**src/rtl/alu_sequencer.sv**
```systemverilog
// Moore sequencer that drives the A/B/C/D datapath through one of four fixed ALU programs.
// Optional macro ALU_SEQ_ERR_EN adds an err port and routes illegal program codes straight to DONE.
module alu_sequencer #(
  parameter int IW       = 3,
  parameter int HOLD_FIM = 1
) (
  input  logic          clk,
  input  logic          rst,
  input  logic          start,
  input  logic [IW-1:0] instrucao,
  output logic          EnA,
  output logic          EnB,
  output logic          EnC,
  output logic          Sel_in,
  output logic          Sel_R,
  output logic [1:0]    Op,
  output logic [1:0]    Op_Reg,
  output logic          busy,
  output logic          fim
`ifdef ALU_SEQ_ERR_EN
  ,
  output logic          err
`endif
);

  localparam int HW = (HOLD_FIM > 1) ? $clog2(HOLD_FIM) : 1;
  localparam logic [HW-1:0] HOLD_LAST = HW'(HOLD_FIM - 1);

  typedef enum logic [2:0] {
    S_IDLE, S_LDA, S_LDB, S_LDC, S_STEP, S_DONE
  } state_t;

  typedef struct packed {
    logic       ena;
    logic       enb;
    logic       enc;
    logic       sel_in;
    logic       sel_r;
    logic [1:0] op;
    logic [1:0] op_reg;
    logic       busy;
    logic       fim;
  } out_t;

  state_t        state_q, state_d;
  logic [1:0]    step_q, step_d;
  logic [HW-1:0] hold_q, hold_d;
  logic [1:0]    prog_q, prog_d;
  out_t          out_q, out_d;
  logic          legal;
  logic [1:0]    last_step;

  // Outputs are a pure function of state; evaluating this on the next state
  // and registering it keeps the outputs glitch-free and aligned with state_q.
  function automatic out_t decode(state_t s, logic [1:0] st, logic [1:0] p);
    out_t o;
    o = '0;
    o.busy = (s != S_IDLE);
    o.fim  = (s == S_DONE);
    case (s)
      S_LDA: o.ena = 1'b1;
      S_LDB: o.enb = 1'b1;
      S_LDC: o.enc = 1'b1;
      S_STEP: begin
        o.sel_in = 1'b1;
        case ({p, st})
          4'b00_00, 4'b00_01, 4'b01_00: begin o.ena = 1'b1; o.op = 2'b01; end
          4'b00_10: begin o.enc = 1'b1; o.sel_r = 1'b1; o.op = 2'b10; end
          4'b01_01, 4'b10_01: begin o.enc = 1'b1; o.sel_r = 1'b1; o.op = 2'b01; end
          4'b10_00: begin o.ena = 1'b1; o.op = 2'b10; end
          4'b11_00: begin o.enc = 1'b1; o.op = 2'b01; end
          4'b00_11, 4'b01_10, 4'b10_10, 4'b11_01: begin o.sel_r = 1'b1; o.op_reg = 2'b01; end
          4'b01_11: begin o.sel_r = 1'b1; o.op_reg = 2'b10; end
          4'b11_10: begin o.sel_r = 1'b1; o.op_reg = 2'b11; end
          default: ;
        endcase
      end
      default: ;
    endcase
    return o;
  endfunction

  assign legal     = ((instrucao >> 2) == '0);
  // Programs 0 and 1 run four steps, programs 2 and 3 run three.
  assign last_step = prog_q[1] ? 2'd2 : 2'd3;

`ifdef ALU_SEQ_ERR_EN
  logic ill_q, ill_d;
  logic err_q, err_d;
`endif

  always_comb begin
    state_d = state_q;
    step_d  = step_q;
    hold_d  = hold_q;
    prog_d  = prog_q;
`ifdef ALU_SEQ_ERR_EN
    ill_d   = ill_q;
`endif
    case (state_q)
      S_IDLE: begin
        if (start) begin
          step_d = 2'd0;
          hold_d = '0;
          prog_d = legal ? instrucao[1:0] : 2'd0;
`ifdef ALU_SEQ_ERR_EN
          ill_d   = !legal;
          state_d = legal ? S_LDA : S_DONE;
`else
          state_d = S_LDA;
`endif
        end
      end
      S_LDA: state_d = S_LDB;
      S_LDB: state_d = S_LDC;
      S_LDC: begin
        step_d  = 2'd0;
        state_d = S_STEP;
      end
      S_STEP: begin
        if (step_q == last_step) begin
          hold_d  = '0;
          state_d = S_DONE;
        end else begin
          step_d = step_q + 2'd1;
        end
      end
      S_DONE: begin
        if (hold_q == HOLD_LAST) state_d = S_IDLE;
        else                     hold_d  = hold_q + 1'b1;
      end
      default: state_d = S_IDLE;
    endcase
    out_d = decode(state_d, step_d, prog_d);
`ifdef ALU_SEQ_ERR_EN
    err_d = (state_d == S_DONE) && ill_d;
`endif
  end

  always_ff @(posedge clk) begin
    if (rst) begin
      state_q <= S_IDLE;
      step_q  <= 2'd0;
      hold_q  <= '0;
      prog_q  <= 2'd0;
      out_q   <= '0;
`ifdef ALU_SEQ_ERR_EN
      ill_q   <= 1'b0;
      err_q   <= 1'b0;
`endif
    end else begin
      state_q <= state_d;
      step_q  <= step_d;
      hold_q  <= hold_d;
      prog_q  <= prog_d;
      out_q   <= out_d;
`ifdef ALU_SEQ_ERR_EN
      ill_q   <= ill_d;
      err_q   <= err_d;
`endif
    end
  end

  assign EnA    = out_q.ena;
  assign EnB    = out_q.enb;
  assign EnC    = out_q.enc;
  assign Sel_in = out_q.sel_in;
  assign Sel_R  = out_q.sel_r;
  assign Op     = out_q.op;
  assign Op_Reg = out_q.op_reg;
  assign busy   = out_q.busy;
  assign fim    = out_q.fim;
`ifdef ALU_SEQ_ERR_EN
  assign err    = err_q;
`endif

endmodule
```
**config.mk**
```make
export PLATFORM = sky130hd
export DESIGN_NAME = alu_sequencer
export DESIGN_NICKNAME = d
export VERILOG_FILES = /design/src/rtl/alu_sequencer.sv
export SDC_FILE = /design/constraint.sdc
export NUM_CORES = 1
export LEC_CHECK = 0
export CAP_MARGIN = 20
export CELL_PAD_IN_SITES_DETAIL_PLACEMENT = 0
export CELL_PAD_IN_SITES_GLOBAL_PLACEMENT = 1
export CORE_UTILIZATION = 40
export CTS_CLUSTER_SIZE = 12
export DETAILED_ROUTE_END_ITERATION = 6
export GPL_TIMING_DRIVEN = 0
export MAX_ROUTING_LAYER = met4
export PLACE_DENSITY = 0.84
export SYNTH_ARGS = -nofsm -noshare
export SYNTH_HDL_FRONTEND = slang
export SYNTH_SLANG_ARGS = --single-unit
```
**constraint.sdc**
```tcl
create_clock -name clk -period 5.5 [get_ports clk]
set_input_delay 1.1 -clock clk [delete_from_list [all_inputs] [get_ports clk]]
set_output_delay 1.1 -clock clk [all_outputs]
set_load 0.02 [all_outputs]
```
After elaboration in Yosys (flattened, before gate mapping)
Cells that the tools add are included.
Widths: inputs -> output; s select.

cells by class
  add/sub/neg operators = 2
  equality and inequality tests = 26
  mux-type cells = 24
  bitwise logic cells = 1
  reductions and logical operators = 13

operators by type and width
  kind                count
  $eq 4x4->1 const B  6
  $pmux 3 s6          1
  $eq 4x3->1 const B  4
  $eq 3x2->1 const B  4
  $eq 3x3->1 const B  4
  $pmux 2 s3          2
  $reduce_or 4->1     3
  $mux 2              5
  $mux 3              3
  $reduce_or 9->1     1
  $eq 4x2->1 const B  2
  $mux 1              8
  $eq 3x1->1 const B  2
  $logic_not 3->1     2
  $mux 6              1
  $reduce_bool 3->1   2
  $reduce_or 6->1     1
  $eq 4x1->1 const B  1
  $logic_not 4->1     1
  $ne 2x2->1 const B  2
  $pmux 1 s2          2
  $pmux 2 s2          1
  $reduce_or 2->1     2
  $pmux 1 s3          1
  5 further kinds     5

storage, ports and cells
  register bits after elaboration = 19
  input port bits = 6
  output and inout port bits = 11
  word-level logic and storage cells = 79

Logic depth before layout (Yosys ltp)
  depth in word-level cells = 8
  gate-level depth with buffers = 8

Worst setup path before layout
OpenSTA, ideal clock, no wires.

  path kind = in2reg
  start = in start
  end = reg out_q (netlist bit EnC)
  arrival = 2.454 ns
  data required time = 5.380 ns
  setup slack = 2.926 ns
  stages = 6
  buffers on the path = 0
  path through = nor4b_4 -> mux2i_1 -> clkinv_2 -> and4_1 -> a211oi_1 -> o21ai_1

between the ends
  cells in the longest elaborated chain, start to end = 6
  elaborated cells between the ends (all ways) = 15
  those cells by class = 6 x eq/ne; 8 x mux; 1 x reduce/logical

RTL lines
  what                                         RTL line  text
  from (decl)                                  9         input logic start,
  $mux 2                                       102       if (start) begin
  $pmux 2 s3 / $mux 2 (equally long branches)  100       case (state_q)
  $eq 4x4->1 (tied with other cells)           66        case ({p, st})
  $reduce_or 4->1 (no source line)             -
  $mux 1                                       66
  $pmux 1 s2 *                                 60        case (s)
  to (signal assigned)                         156       out_q <= out_d;
  to (decl)                                    49        out_t out_q, out_d;

Mark *: on every way between the ends. The rest lies on a longest branch, timed or not.
A chain may end at the register's enable or synchronous reset.

Worst setup path in the final report
Ends and elaborated chain as after synthesis.

==> impl_metrics.env <==
export IMPL_drt_iter0_drc=8
export IMPL_fin_area_um2=1040
export IMPL_status="finished with violations"
export IMPL_root_buffer="clkbuf_4"
export IMPL_hold_violations=0
export IMPL_cts_buffer_depth=2
export IMPL_dieArea_um2=2280
export IMPL_syn_cell_area_um2=837
export IMPL_switchingPower_mw=0.0691
export IMPL_clk_latency_ns=0.28
export IMPL_fp_dieH_um=47.7
export IMPL_clock_skew_ns=0.00238
export IMPL_core_um2=1960
export IMPL_nets=110
export IMPL_clock_fmax_ghz=0.322
export IMPL_overflow=0
export IMPL_cp_start_kind="primary input"
export IMPL_initial_utilization=0.427
export IMPL_antenna_found_initial=0
export IMPL_die_w_um=47.7
export IMPL_postSynthAreaPerCell_um2=9.96
export IMPL_grtUsageMet2=0.224
export IMPL_clkSinkCount=18
export IMPL_grt_first_pass_wirelength_um=2340
export IMPL_tns_ns=0
export IMPL_violations="DRC"
export IMPL_setup_viol=0
export IMPL_placementRows=16
export IMPL_drc=1
export IMPL_drive_gt1_frac=0.157
export IMPL_grtUsageMet3=0.0340
export IMPL_clkTransAtPathRegs_ns=0.09
export IMPL_switching_share=0.265
export IMPL_cts_tree="yes"
export IMPL_hold_buffers=0
export IMPL_synth_most_common_cell="dfxtp_1"
export IMPL_grt_max_degree=11
export IMPL_fin_crit_sh=0.565
export IMPL_gp_congestion=0.785
export IMPL_slew_headroom=0.616
export IMPL_hp_class="flop to flop"
export IMPL_maxCapViolations=0
export IMPL_cts_setup_buffers=0
export IMPL_synth_area_leaders="dfxtp_1 (43%), buf_6 (5.4%), mux2i_1 (4.8%)"
export IMPL_dr_pass1_iters=6
export IMPL_synth_flop_cell="dfxtp_1"
export IMPL_setup_ws_ns=2.39
export IMPL_worstPathMaxFanout=6
export IMPL_leakage_nw=0.392
export IMPL_power_frac_clock=0.233
export IMPL_hpwl_um=1130
export IMPL_power_density_nw_per_um2=250
export IMPL_power_total_mw=0.261
export IMPL_synthDistinctLibCells=38
export IMPL_vias=648
export IMPL_final_util=0.532
export IMPL_syn_num_nets=90
export IMPL_avgViaCountPerCell=5.02
export IMPL_crit_arrival_ns=3.28
export IMPL_synth_edf_count=0
export IMPL_synth_area_leader_cell="dfxtp_1"
export IMPL_tightest_slew_ns=0.560
export IMPL_slew_viol_final=0
export IMPL_ys_async_sr_fraction=0
export IMPL_grt_pass1_vias=567
export IMPL_yosys_warnings=0
export IMPL_pre_cts_ws_ns=2.14
export IMPL_min_path_cells=2
export IMPL_rsz0062_at_grt="false"
export IMPL_fin_crit_ns=3.11
export IMPL_cts_htree_levels=1
export IMPL_p_seq_frac=0.538
export IMPL_cp_end_kind="flop"
export IMPL_worstSetupPathType="primary input to flop"
export IMPL_diodes=0
export IMPL_p_comb_frac=0.229
export IMPL_postPlaceCellArea_um2=1020
export IMPL_wl_um=1520
export IMPL_synth_seq_cells=18
export IMPL_reg2reg_depth=7
export IMPL_gr_usage_met1=0.195
export IMPL_io_buffer_count=15
export IMPL_ioPinCount=17
export IMPL_synthCells=84
export IMPL_ant_nets=0
export IMPL_ctsResizeCount=0
export IMPL_synth_commonest_cells="dfxtp_1 (18), nor2_1 (10), buf_6 (4), mux2i_1 (4), nand2_1 (4)"
export IMPL_synth_top_area_frac=0.430
export IMPL_grt_util_all_layers=0.154
export IMPL_globalRoute_busiestLayer="met2"
export IMPL_yosysSeqAreaShare=0.430
export IMPL_p_int_mw=0.192
export IMPL_worstPathRequired_ns=5.67
export IMPL_wl_per_cell_um=11.8
export IMPL_cts_buffers=3
export IMPL_area_growth_pct=24.7
export IMPL_peakVddDrop_mv=0.148
[layer usage]
metal | wire length, µm | part of all wire | up-vias
li1 | - | - | 336
met1 | 756 | 0.50 | 293
met2 | 679 | 0.45 | 15
met3 | 61 | 0.040 | 4
met4 | 25 | 0.016 | 0
met5 | 0 | 0 | -
[state kept, by name (all words and copies together) (netlist names)]
register,count
Op,2
EnB,1
step_q,2
fim,1
EnA,1
EnC,1
Sel_in,1
busy,1
state_q,3
Sel_R,1
Op_Reg,2
prog_q,2
[placed cells by master, fill, tap and decap left out, drive strengths merged, types with 3 or more instances in the layout]
cell and instances:
nor2 10, nor4 3, o21ai 3, nor2b 3
nand2 4, dfxtp 18, mux2i 4, clkdlybuf4s50 15
clkbuf 4, a21oi 4, buf 4, xnor2 3
inv 3
[final cells by class]
cell class / count / area, µm²
Buffer: 5 / 48.8
Tap cell: 27 / 33.8
Multi-Input combinational cell: 57 / 412
Inverter: 4 / 16.3
Clock buffer: 3 / 22.5
Fill cell: 204 / 918
Timing Repair Buffer: 15 / 150
Sequential cell: 18 / 360
[worst max-delay path, stage by stage]
cell and delay (ns):
clkdlybuf4s50_1 0.52, nor4b_4 0.37, mux2i_1 0.56, clkinv_2 0.21, and4_1 0.24, a211oi_1 0.20
o21ai_1 0.09
[logic make-up (layout without fill, tap and decap cells)]
group | after synthesis | count (layout) | synth area share
AOI/OAI and AO/OA | 14 | 14 | 0.130
xor gates and xnor gates | 4 | 4 | 0.0419
adders and majority gates | 1 | 1 | 0.0135
buffers and inverters | 9 | 27 | 0.0777
DFF | 18 | 18 | 0.430
muxes | 5 | 5 | 0.0658
and+or+nand+nor | 33 | 33 | 0.241
[worst paths after layout]
kind / startpoint / to / slack (ns)
worst max register to register: state_q[1] / EnC / 3.23
worst min register to register: state_q[2] / EnB / 0.56
worst max-delay path: start / EnC / 2.39
worst min-delay path: state_q[2] / EnB / 0.56
[power by group through the flow]
stage / combinational, mW / clock, mW / sequential (mW)
2_1_floorplan: 0.0375 / 0 / 0.149
3_3_place_gp: 0.0586 / 0 / 0.143
3_5_place_dp: 0.0593 / 0 / 0.144
4_1_cts: 0.0596 / 0.0639 / 0.141
5_1_grt: 0.0649 / 0.0707 / 0.141
6_report: 0.0598 / 0.0608 / 0.141
[per-stage QoR]
step	std cells	hold slack (ns)
6_report	129	0.560
5_1_grt	129	0.591
4_1_cts	129	0.564
3_5_place_dp	126	0.545
3_3_place_gp	126	0.539
2_1_floorplan	84	0.520
No activity file was read; power rests on OpenSTA's default activity.
